==> config.mk <==
export PLATFORM = sky130hd
export DESIGN_NAME = hex_divider
export DESIGN_NICKNAME = d
export VERILOG_FILES = /design/src/rtl/hex_divider_pkg.sv /design/src/rtl/hex_divider_seg7_decode.sv /design/src/rtl/hex_divider.sv
export SDC_FILE = /design/constraint.sdc
export NUM_CORES = 1
export LEC_CHECK = 0
export CORE_ASPECT_RATIO = 0.9
export CORE_MARGIN = 3
export CORE_UTILIZATION = 53
export CTS_BUF_LIST = sky130_fd_sc_hd__clkbuf_2
export DETAILED_ROUTE_END_ITERATION = 10
export PLACE_DENSITY = 0.82
export SLEW_MARGIN = 40
export SYNTH_ARGS = -nofsm -noshare
export SYNTH_HDL_FRONTEND = slang
export SYNTH_HIERARCHICAL = 1
export SYNTH_SLANG_ARGS = --single-unit
==> constraint.sdc <==
create_clock -name CLOCK_50 -period 3.7 [get_ports CLOCK_50]
set_input_delay 0.74 -clock CLOCK_50 [delete_from_list [all_inputs] [get_ports CLOCK_50]]
set_output_delay 0.74 -clock CLOCK_50 [all_outputs]
set_load 0.03 [all_outputs]
==> src/rtl/hex_divider_pkg.sv <==
// Shared types and constants for the hex_divider switch/7-segment divider.
// Holds FSM state encoding, operand widths and the active-low segment table.
package hex_divider_pkg;

  localparam int N_DIVIDEND = 8;
  localparam int N_DIVISOR  = 4;

  typedef enum logic [1:0] {
    IDLE = 2'd0,
    RUN  = 2'd1,
    DONE = 2'd2
  } state_t;

  // Active-low segments, bit0 = a ... bit6 = g, digits 0..F.
  localparam logic [6:0] SEG_TABLE [16] = '{
    7'h40, 7'h79, 7'h24, 7'h30, 7'h19, 7'h12, 7'h02, 7'h78,
    7'h00, 7'h10, 7'h08, 7'h03, 7'h46, 7'h21, 7'h06, 7'h0E
  };

endpackage

==> src/rtl/hex_divider_seg7_decode.sv <==
// Nibble to active-low 7-segment pattern, purely combinational.
module seg7_decode
  import hex_divider_pkg::*;
(
  input  logic [3:0] nibble,
  output logic [6:0] seg
);

  // Table lookup of the segment pattern for one hex digit
  always_comb begin
    seg = SEG_TABLE[nibble];
  end

endmodule

==> src/rtl/hex_divider.sv <==
// Sequential restoring divider: SW[7:0] / SW[17:14], one quotient bit per clock,
// started by a KEY[1] press; results shown on HEX0..2, LEDR and LEDG.
module hex_divider #(
  parameter int N_DIVIDEND = hex_divider_pkg::N_DIVIDEND,
  parameter int N_DIVISOR  = hex_divider_pkg::N_DIVISOR
) (
  input  logic        CLOCK_50,
  input  logic [3:0]  KEY,
  input  logic [17:0] SW,
  output logic [6:0]  HEX0,
  output logic [6:0]  HEX1,
  output logic [6:0]  HEX2,
  output logic [17:0] LEDR,
  output logic [7:0]  LEDG
);
  import hex_divider_pkg::*;

  localparam int CW = $clog2(N_DIVIDEND);

  logic                  sync1_r, sync2_r, sync3_r, start_p_r;
  state_t                state_r, state_nxt_s;
  logic [CW-1:0]         cnt_r, cnt_nxt_s;
  logic [N_DIVIDEND-1:0] q_work_r, q_work_nxt_s, quot_r, quot_nxt_s;
  logic [N_DIVISOR-1:0]  r_work_r, r_work_nxt_s, d_reg_r, d_reg_nxt_s, rem_r, rem_nxt_s;
  logic                  done_r, done_nxt_s, dz_r, dz_nxt_s, pend_r, pend_nxt_s, busy_r;
  logic [N_DIVISOR:0]    t_s, diff_s;
  logic [6:0]            hex0_s, hex1_s, hex2_s, hex0_r, hex1_r, hex2_r;
  logic                  unused_s;

  assign unused_s = ^{KEY[3:2], SW[13:8]};

  // Next-state, datapath and result-register update logic
  always_comb begin
    state_nxt_s  = state_r;
    cnt_nxt_s    = cnt_r;
    q_work_nxt_s = q_work_r;
    r_work_nxt_s = r_work_r;
    d_reg_nxt_s  = d_reg_r;
    quot_nxt_s   = quot_r;
    rem_nxt_s    = rem_r;
    done_nxt_s   = done_r;
    dz_nxt_s     = dz_r;
    pend_nxt_s   = pend_r;
    t_s          = {r_work_r, q_work_r[N_DIVIDEND-1]};
    diff_s       = t_s - {1'b0, d_reg_r};
    case (state_r)
      IDLE, DONE: begin
        // A zero divisor latched on the previous edge completes without RUN cycles.
        if (pend_r) begin
          state_nxt_s = DONE;
          quot_nxt_s  = '1;
          rem_nxt_s   = '0;
          dz_nxt_s    = 1'b1;
          done_nxt_s  = 1'b1;
          pend_nxt_s  = 1'b0;
        end else if (start_p_r) begin
          q_work_nxt_s = SW[N_DIVIDEND-1:0];
          d_reg_nxt_s  = SW[17 -: N_DIVISOR];
          r_work_nxt_s = '0;
          done_nxt_s   = 1'b0;
          dz_nxt_s     = 1'b0;
          if (SW[17 -: N_DIVISOR] == '0) begin
            pend_nxt_s = 1'b1;
            cnt_nxt_s  = '0;
          end else begin
            state_nxt_s = RUN;
            cnt_nxt_s   = CW'(N_DIVIDEND - 1);
          end
        end else begin
          state_nxt_s = state_r;
        end
      end
      RUN: begin
        if (t_s >= {1'b0, d_reg_r}) begin
          r_work_nxt_s = diff_s[N_DIVISOR-1:0];
          q_work_nxt_s = {q_work_r[N_DIVIDEND-2:0], 1'b1};
        end else begin
          r_work_nxt_s = t_s[N_DIVISOR-1:0];
          q_work_nxt_s = {q_work_r[N_DIVIDEND-2:0], 1'b0};
        end
        if (cnt_r == '0) begin
          state_nxt_s = DONE;
          quot_nxt_s  = q_work_nxt_s;
          rem_nxt_s   = r_work_nxt_s;
          done_nxt_s  = 1'b1;
        end else begin
          cnt_nxt_s = cnt_r - CW'(1);
        end
      end
      default: begin
        state_nxt_s = IDLE;
      end
    endcase
  end

  // Displays decode the next result so the registered segments track quot/rem exactly.
  seg7_decode u_seg_q_lo (.nibble(quot_nxt_s[3:0]), .seg(hex0_s));
  seg7_decode u_seg_q_hi (.nibble(quot_nxt_s[7:4]), .seg(hex1_s));
  seg7_decode u_seg_rem  (.nibble(rem_nxt_s[3:0]),  .seg(hex2_s));

  // State, synchronizer and output registers with synchronous active-low reset
  always_ff @(posedge CLOCK_50) begin
    if (!KEY[0]) begin
      sync1_r   <= 1'b1;
      sync2_r   <= 1'b1;
      sync3_r   <= 1'b1;
      start_p_r <= 1'b0;
      state_r   <= IDLE;
      cnt_r     <= '0;
      q_work_r  <= '0;
      r_work_r  <= '0;
      d_reg_r   <= '0;
      quot_r    <= '0;
      rem_r     <= '0;
      done_r    <= 1'b0;
      dz_r      <= 1'b0;
      pend_r    <= 1'b0;
      busy_r    <= 1'b0;
      hex0_r    <= SEG_TABLE[0];
      hex1_r    <= SEG_TABLE[0];
      hex2_r    <= SEG_TABLE[0];
    end else begin
      sync1_r   <= KEY[1];
      sync2_r   <= sync1_r;
      sync3_r   <= sync2_r;
      start_p_r <= sync3_r & ~sync2_r;
      state_r   <= state_nxt_s;
      cnt_r     <= cnt_nxt_s;
      q_work_r  <= q_work_nxt_s;
      r_work_r  <= r_work_nxt_s;
      d_reg_r   <= d_reg_nxt_s;
      quot_r    <= quot_nxt_s;
      rem_r     <= rem_nxt_s;
      done_r    <= done_nxt_s;
      dz_r      <= dz_nxt_s;
      pend_r    <= pend_nxt_s;
      busy_r    <= (state_nxt_s == RUN);
      hex0_r    <= hex0_s;
      hex1_r    <= hex1_s;
      hex2_r    <= hex2_s;
    end
  end

  assign HEX0 = hex0_r;
  assign HEX1 = hex1_r;
  assign HEX2 = hex2_r;
  assign LEDR = {{(18 - N_DIVIDEND - N_DIVISOR){1'b0}}, rem_r, quot_r};
  assign LEDG = {5'b00000, dz_r, done_r, busy_r};

endmodule

### Word level (Yosys, flattened, before mapping)

Memories as Yosys holds them, arrays and structs flattened. A register that Yosys moved wholly into a read port is not among the register bits.
Cells that the tools add are included.

| operators by class | value |
|---|---|
| reductions and logical operators | 14 |
| eq/ne operators | 8 |
| magnitude comparators | 1 |
| add/sub/neg operators | 2 |
| bitwise gates (word level) | 6 |
| muxes and demuxes | 31 |

Operator list:

| kind | count |
|---|---|
| $mux W8 | 4 |
| $pmux W8 S2 | 2 |
| $mux W4 | 5 |
| $pmux W4 S2 | 2 |
| $not A4 Y5 | 3 |
| $mux W3 | 4 |
| $reduce_and A3 Y1 | 3 |
| $mux W2 | 4 |
| $ne A2 B2 Y1 const B | 4 |
| $mux W1 | 7 |
| $pmux W3 S2 | 1 |
| $ge A5 B4 Y1 | 1 |
| $eq A2 B1 Y1 const B | 2 |
| $logic_not A4 Y1 | 1 |
| $pmux W2 S2 | 1 |
| $reduce_and A4 Y1 | 1 |
| $reduce_bool A2 Y1 | 2 |
| $sub A4 B4 Y4 | 1 |
| $logic_not A1 Y1 | 3 |
| $logic_not A3 Y1 | 1 |
| $ne A3 B3 Y1 const B | 1 |
| $sub A3 B1 Y3 const B | 1 |
| $eq A2 B2 Y1 const B | 1 |
| $logic_not A2 Y1 | 1 |
| 5 further kinds | 6 |

| storage, ports and cells | value |
|---|---|
| flip-flop bits (word level) | 41 |
| bits in read-only memories | 336 |
| bits of input ports | 23 |
| word-level logic and storage cells | 80 |
| output and inout bits | 47 |
| memories | 3 |

Memory list:

| name | words | width | rd ports | clocked after memory_dff | wr ports | line | RTL |
|---|---|---|---|---|---|---|---|
| (no name shown) | 16 | 7 | 1 | 1 | 0 | hex_divider_seg7_decode.sv:11 | `seg = SEG_TABLE[nibble];` |
| (no name shown) | 16 | 7 | 1 | 1 | 0 | hex_divider_seg7_decode.sv:11 |  |
| (no name shown) | 16 | 7 | 1 | 1 | 0 | hex_divider_seg7_decode.sv:11 |  |

### Longest topological paths before layout

| depth | value |
|---|---|
| depth in word-level cells | 6 |
| mapped depth | 14 |
| gate-level depth less buffers | 13 |

### By module

The synthesis kept the hierarchy.

By module, submodules not included:

| module | instances | area each (µm²) | seq. area each (µm²) | cells an instance |
|---|---|---|---|---|
| hex_divider | 1 | 2615.0 | 1241.2 | 295 |
| seg7_decode at u_seg_q_hi ... | 2 | 269.0 | 0.0 | 33 |
| seg7_decode at u_seg_rem | 1 | 247.7 | 0.0 | 35 |

### Worst setup path before layout

Ideal clock, no wire load.

| timing | value |
|---|---|
| path type | register to register |
| start | register d_reg_r[1] |
| end | register hex0_r[3], in the netlist HEX0[3] |
| clock period less this slack | 2.833 ns |
| stages on the path, launching flop included | 12 |
| required time | 3.585 ns |
| library setup time | 0.115 ns |
| arrival | 2.718 ns |
| buffers on the path | 1 |
| setup slack | 0.867 ns |
| path through | dfxtp_1 -> inv_1 -> ha_1 -> o21ai_0 -> a22o_1 -> buf_6 -> o21ai_0 -> inv_1 -> ha_1 -> inv_1 -> mux4_2 -> and2_1 |

| between the ends | value |
|---|---|
| cells in the longest elaborated chain, start to end | 5 |

RTL lines:

| element | line | RTL |
|---|---|---|
| start, declared | hex_divider.sv:24 | `logic [N_DIVISOR-1:0] r_work_r, r_work_nxt_s, d_reg_r, d_reg_nxt_s, rem_r, rem_nxt_s;` |
| start signal, assigned | hex_divider.sv:131 | `d_reg_r <= d_reg_nxt_s;` |
| $ge A5 B4 Y1 | hex_divider.sv:74 | `if (t_s >= {1'b0, d_reg_r}) begin` |
| $mux W1 | hex_divider.sv:74 |  |
| $mux W8 | hex_divider.sv:81 | `if (cnt_r == '0) begin` |
| $pmux W8 S2 | hex_divider.sv:46 | `case (state_r)` |
| via quot_nxt_s[0] | hex_divider.sv:23 | `logic [N_DIVIDEND-1:0] q_work_r, q_work_nxt_s, quot_r, quot_nxt_s;` |
| $not A4 Y5 (not written as such) | hex_divider_seg7_decode.sv:11 |  |
| end, declared | hex_divider.sv:27 | `logic [6:0] hex0_s, hex1_s, hex2_s, hex0_r, hex1_r, hex2_r;` |

The timed path passes the listed nets, and every way through them passes these cells.
A chain may end at the register's enable or synchronous reset.

### Worst setup path after layout

| timing | value |
|---|---|
| start | register r_work_r[1] |
| end | register hex2_r[3], in the netlist HEX2[3] |

| between the ends | value |
|---|---|
| cells in the longest elaborated chain, start to end | 5 |
| elaborated cells on any way between the ends | 6 |
| those cells by class | add/sub (1); order compare (1); mux (3); bitwise (1) |

RTL lines:

| element | line | RTL |
|---|---|---|
| start, declared | hex_divider.sv:24 |  |
| start signal, assigned | hex_divider.sv:130 | `r_work_r <= r_work_nxt_s;` |
| $ge A5 B4 Y1 | hex_divider.sv:74 |  |
| $mux W4 | hex_divider.sv:74 |  |
| $mux W4 | hex_divider.sv:81 |  |
| $pmux W4 S2 | hex_divider.sv:46 |  |
| via rem_nxt_s[1] | hex_divider.sv:24 |  |
| $not A4 Y5 (not written as such) | hex_divider_seg7_decode.sv:11 |  |
| end, declared | hex_divider.sv:27 |  |

The timed path passes the listed nets, and every way through them passes these cells.

==> results_dict.tcl <==
set metrics [dict create \
    postCtsHoldBufs 0 \
    io_pins 70 \
    first_pass_iters 4 \
    synth_edf_count 0 \
    htreeDepth 3 \
    ys_warn_count 6 \
    vias 2734 \
    fin_crit_ns 3.17 \
    drc_errors 0 \
    synth_flop_cell "dfxtp_1" \
    initial_core_util_pct 55.0 \
    worst_pin_slew_ns 0.774 \
    worstHoldPathCells 2 \
    ys_top_cells_by_area "dfxtp_1 36%, ha_1 9.9%, nand2_1 6.3%, mux2i_1 5.0%, and2_1 4.6%" \
    clk_latency_ns 0.50 \
    rows 27 \
    crit_path_max_fanout 7 \
    skew_ns 0.0256 \
    n_antenna_cell 0 \
    crit_path_end_kind "flip-flop" \
    post_cts_resized 0 \
    syn2layout_area_growth_pct 16.2 \
    cts_setup_buffers 0 \
    dieWidth_microns 90.4 \
    fin_ws_ns 0.533 \
    grtUsageTotal_pct 19.6 \
    rrSetupSlack_ns 0.53 \
    r2r-start "r_work_r[1]" \
    clock_path_buffers 2 \
    die_y_microns 82.0 \
    max_cap_viol_count 0 \
    rr_endpoint "HEX2[3]" \
    status "finished clean" \
    layout.nets 486 \
    p_leak_nw 1.51 \
    crit_path_cell_trace "ha_1, nor4_2, a22o_1, mux2i_1, a21oi_1, inv_1, ha_1, or2_2, a21oi_1, a31oi_1, and2_1" \
    cp.arrival_ns 3.56 \
    synthDistinctLibCells 52 \
    grt_max_degree 39 \
    numCtsBuffers 9 \
    yosys.area.top_type_share_pct 36.5 \
    syn_avg_cell_area_sq_um 8.59 \
    critPathLaunchType "flip-flop" \
    total_power_mw 1.22 \
    hpwl_microns 5010 \
    wl_per_cell_microns 12.8 \
    dp_slack_ns 0.575 \
    drtAntennaViolNets 0 \
    path_class "reg2reg" \
    relSlewSlack_pct 48.2 \
    root_buffer "clkbuf_2" \
    initialDrtViolationCount 115 \
    cpMaxStageDelayCell "a22o_1" \
    post-route-period-util_pct 85.6 \
    viasPerCell 5.19 \
    drv_slew 0 \
    r2r_cells 11 \
    grtUsageMet3_pct 6.04 \
    vdd.ir_drop.worst_mv 0.181 \
    die-area_sq_um 7410 \
    fmax_mhz 316 \
    grt.busiest_layer "met2" \
    hold_viol 0 \
    min_from "sync3_r" \
    stdcell_area_sq_um 3950 \
    worstPathRequired_ns 4.09 \
    grt_pass1_wl_microns 11600 \
    power_density_nw_per_um2 309 \
    wl_microns 6760 \
    io_buffers 50 \
    cts_tree "done" \
    setup_viol 0 \
    synth_area_sq_um 3400 \
    overflow 0 \
    gp_congestion 0.832 \
    dpl_cell_area_sq_um 3830 \
    synth_top_area_cell "dfxtp_1" \
    clock_sinks 62 \
    syn_inst 396 \
    use_met1_pct 22.4 \
    hold-path-endpoint "start_p_r" \
    ys_seq_area_share_pct 36.5 \
    path_clk_slew_ns 0.19 \
    drive_above_1_share_pct 7.73 \
    grt.met2_usage_pct 36.2 \
    core_sq_um 6180 \
    synthArstFlopShare_pct 0 \
    hold_path.class "reg2reg" \
    setup_tns_ns 0 \
    max_stage_delay_ns 0.43 \
    rsz0062_at_grt "no" \
    grt_pass1_vias 2621 \
    ys_seq_elements 62 \
    antenna_found_initial 0 \
]
==> synth_stat cells, types with 2 or more instances <==
master,n
nor2_1,28
or2_2,2
o21ai_1,9
a21oi_1,18
nand3_1,5
a211oi_1,3
buf_6,5
nor3_1,2
inv_1,20
a31oi_1,2
and2_1,25
buf_4,17
o21ai_0,23
mux2i_1,17
nand2_1,57
o22ai_1,2
dfxtp_1,62
o21a_1,2
nand4_1,3
clkbuf_1,9
buf_2,3
a311oi_1,7
ha_1,27
nand2b_1,16
o211ai_1,3
a32o_1,2
mux4_2,2
==> stage by stage <==
step	hold slack (ns)	utilization, %	cells
after detailed placement	0.418	62.0	511
after global placement	0.408	62.0	511
after global routing	0.479	63.9	527
final	0.455	63.9	527
after floorplan	0.386	-	406
after CTS	0.455	63.8	527
==> flip-flops by register name (all words and copies together), names as in the netlist <==
name / cells
q_work_r: 8
quot_r: 8
HEX0: 7
HEX1: 7
HEX2: 7
d_reg_r: 4
r_work_r: 4
rem_r: 4
cnt_r: 3
state_r: 2
busy_r: 1
done_r: 1
dz_r: 1
pend_r: 1
start_p_r: 1
sync1_r: 1
sync2_r: 1
sync3_r: 1
==> worst max-delay path, delay by kind of cell, from the launching register on <==
| kind | cells | cell delay [ns] |
|---|---|---|
| compound gates | 4 | 1.02 |
| mux | 1 | 0.21 |
| flops | 1 | 0.37 |
| simple gates | 3 | 0.76 |
| buf+inv | 1 | 0.19 |
| fa+ha+maj | 2 | 0.48 |
==> report_power, final <==
part	internal (mW)	total [mW]	switching [mW]
registers	0.681	0.689	0.00813
logic	0.0540	0.134	0.0795
clock network	0.156	0.399	0.244
==> cells in the final DEF (no fill, tap or decap), drive strengths merged, types with 10 or more instances in the layout <==
master,netlist,layout
nand2b,18,18
o21ai,32,32
ha,27,27
clkdlybuf4s50,0,50
dfxtp,62,62
clkbuf,9,10
conb,1,11
mux2i,17,17
nand2,57,57
and2,25,25
inv,20,20
nor2,30,30
a21oi,18,18
==> per-layer routing <==
layer	vias to the layer above	routed length, microns
li1	1386	-
met1	1270	3060
met2	71	3200
met3	7	438
met4	0	60
met5	-	0
==> kinds of logic after synthesis <==
logic type | synth area share [%]
muxes | 7.10
and+or+nand+nor | 21.1
xor gates and xnor gates | 0.515
other | 0.110
buffers and inverters | 9.16
DFF | 36.5
adders and majority gates | 10.5
AOI/OAI and AO/OA | 15.0
==> how the worst max path moves through the flow <==
stage	start	to	slack, ns	cells past startpoint
after detailed placement	d_reg_r[2]	HEX2[3]	0.58	12
final	r_work_r[1]	HEX2[3]	0.53	11
after global routing	q_work_r[7]	HEX2[3]	0.25	12
after floorplan	d_reg_r[1]	HEX0[3]	0.87	11
after CTS	r_work_r[1]	HEX2[3]	0.53	11
after global placement	q_work_r[7]	HEX2[3]	0.66	12
==> cell type report <==
type                    count  area (sq um)
fillers                   548          2230
multi-input cells         289          1890
well taps                  87           109
flip-flops and latches     62          1240
repair buffers             53           523
clock buffers              10          50.0
inverters                  20          75.1
clock inverters             6          62.6
No activity file was read; power rests on OpenSTA's default activity.
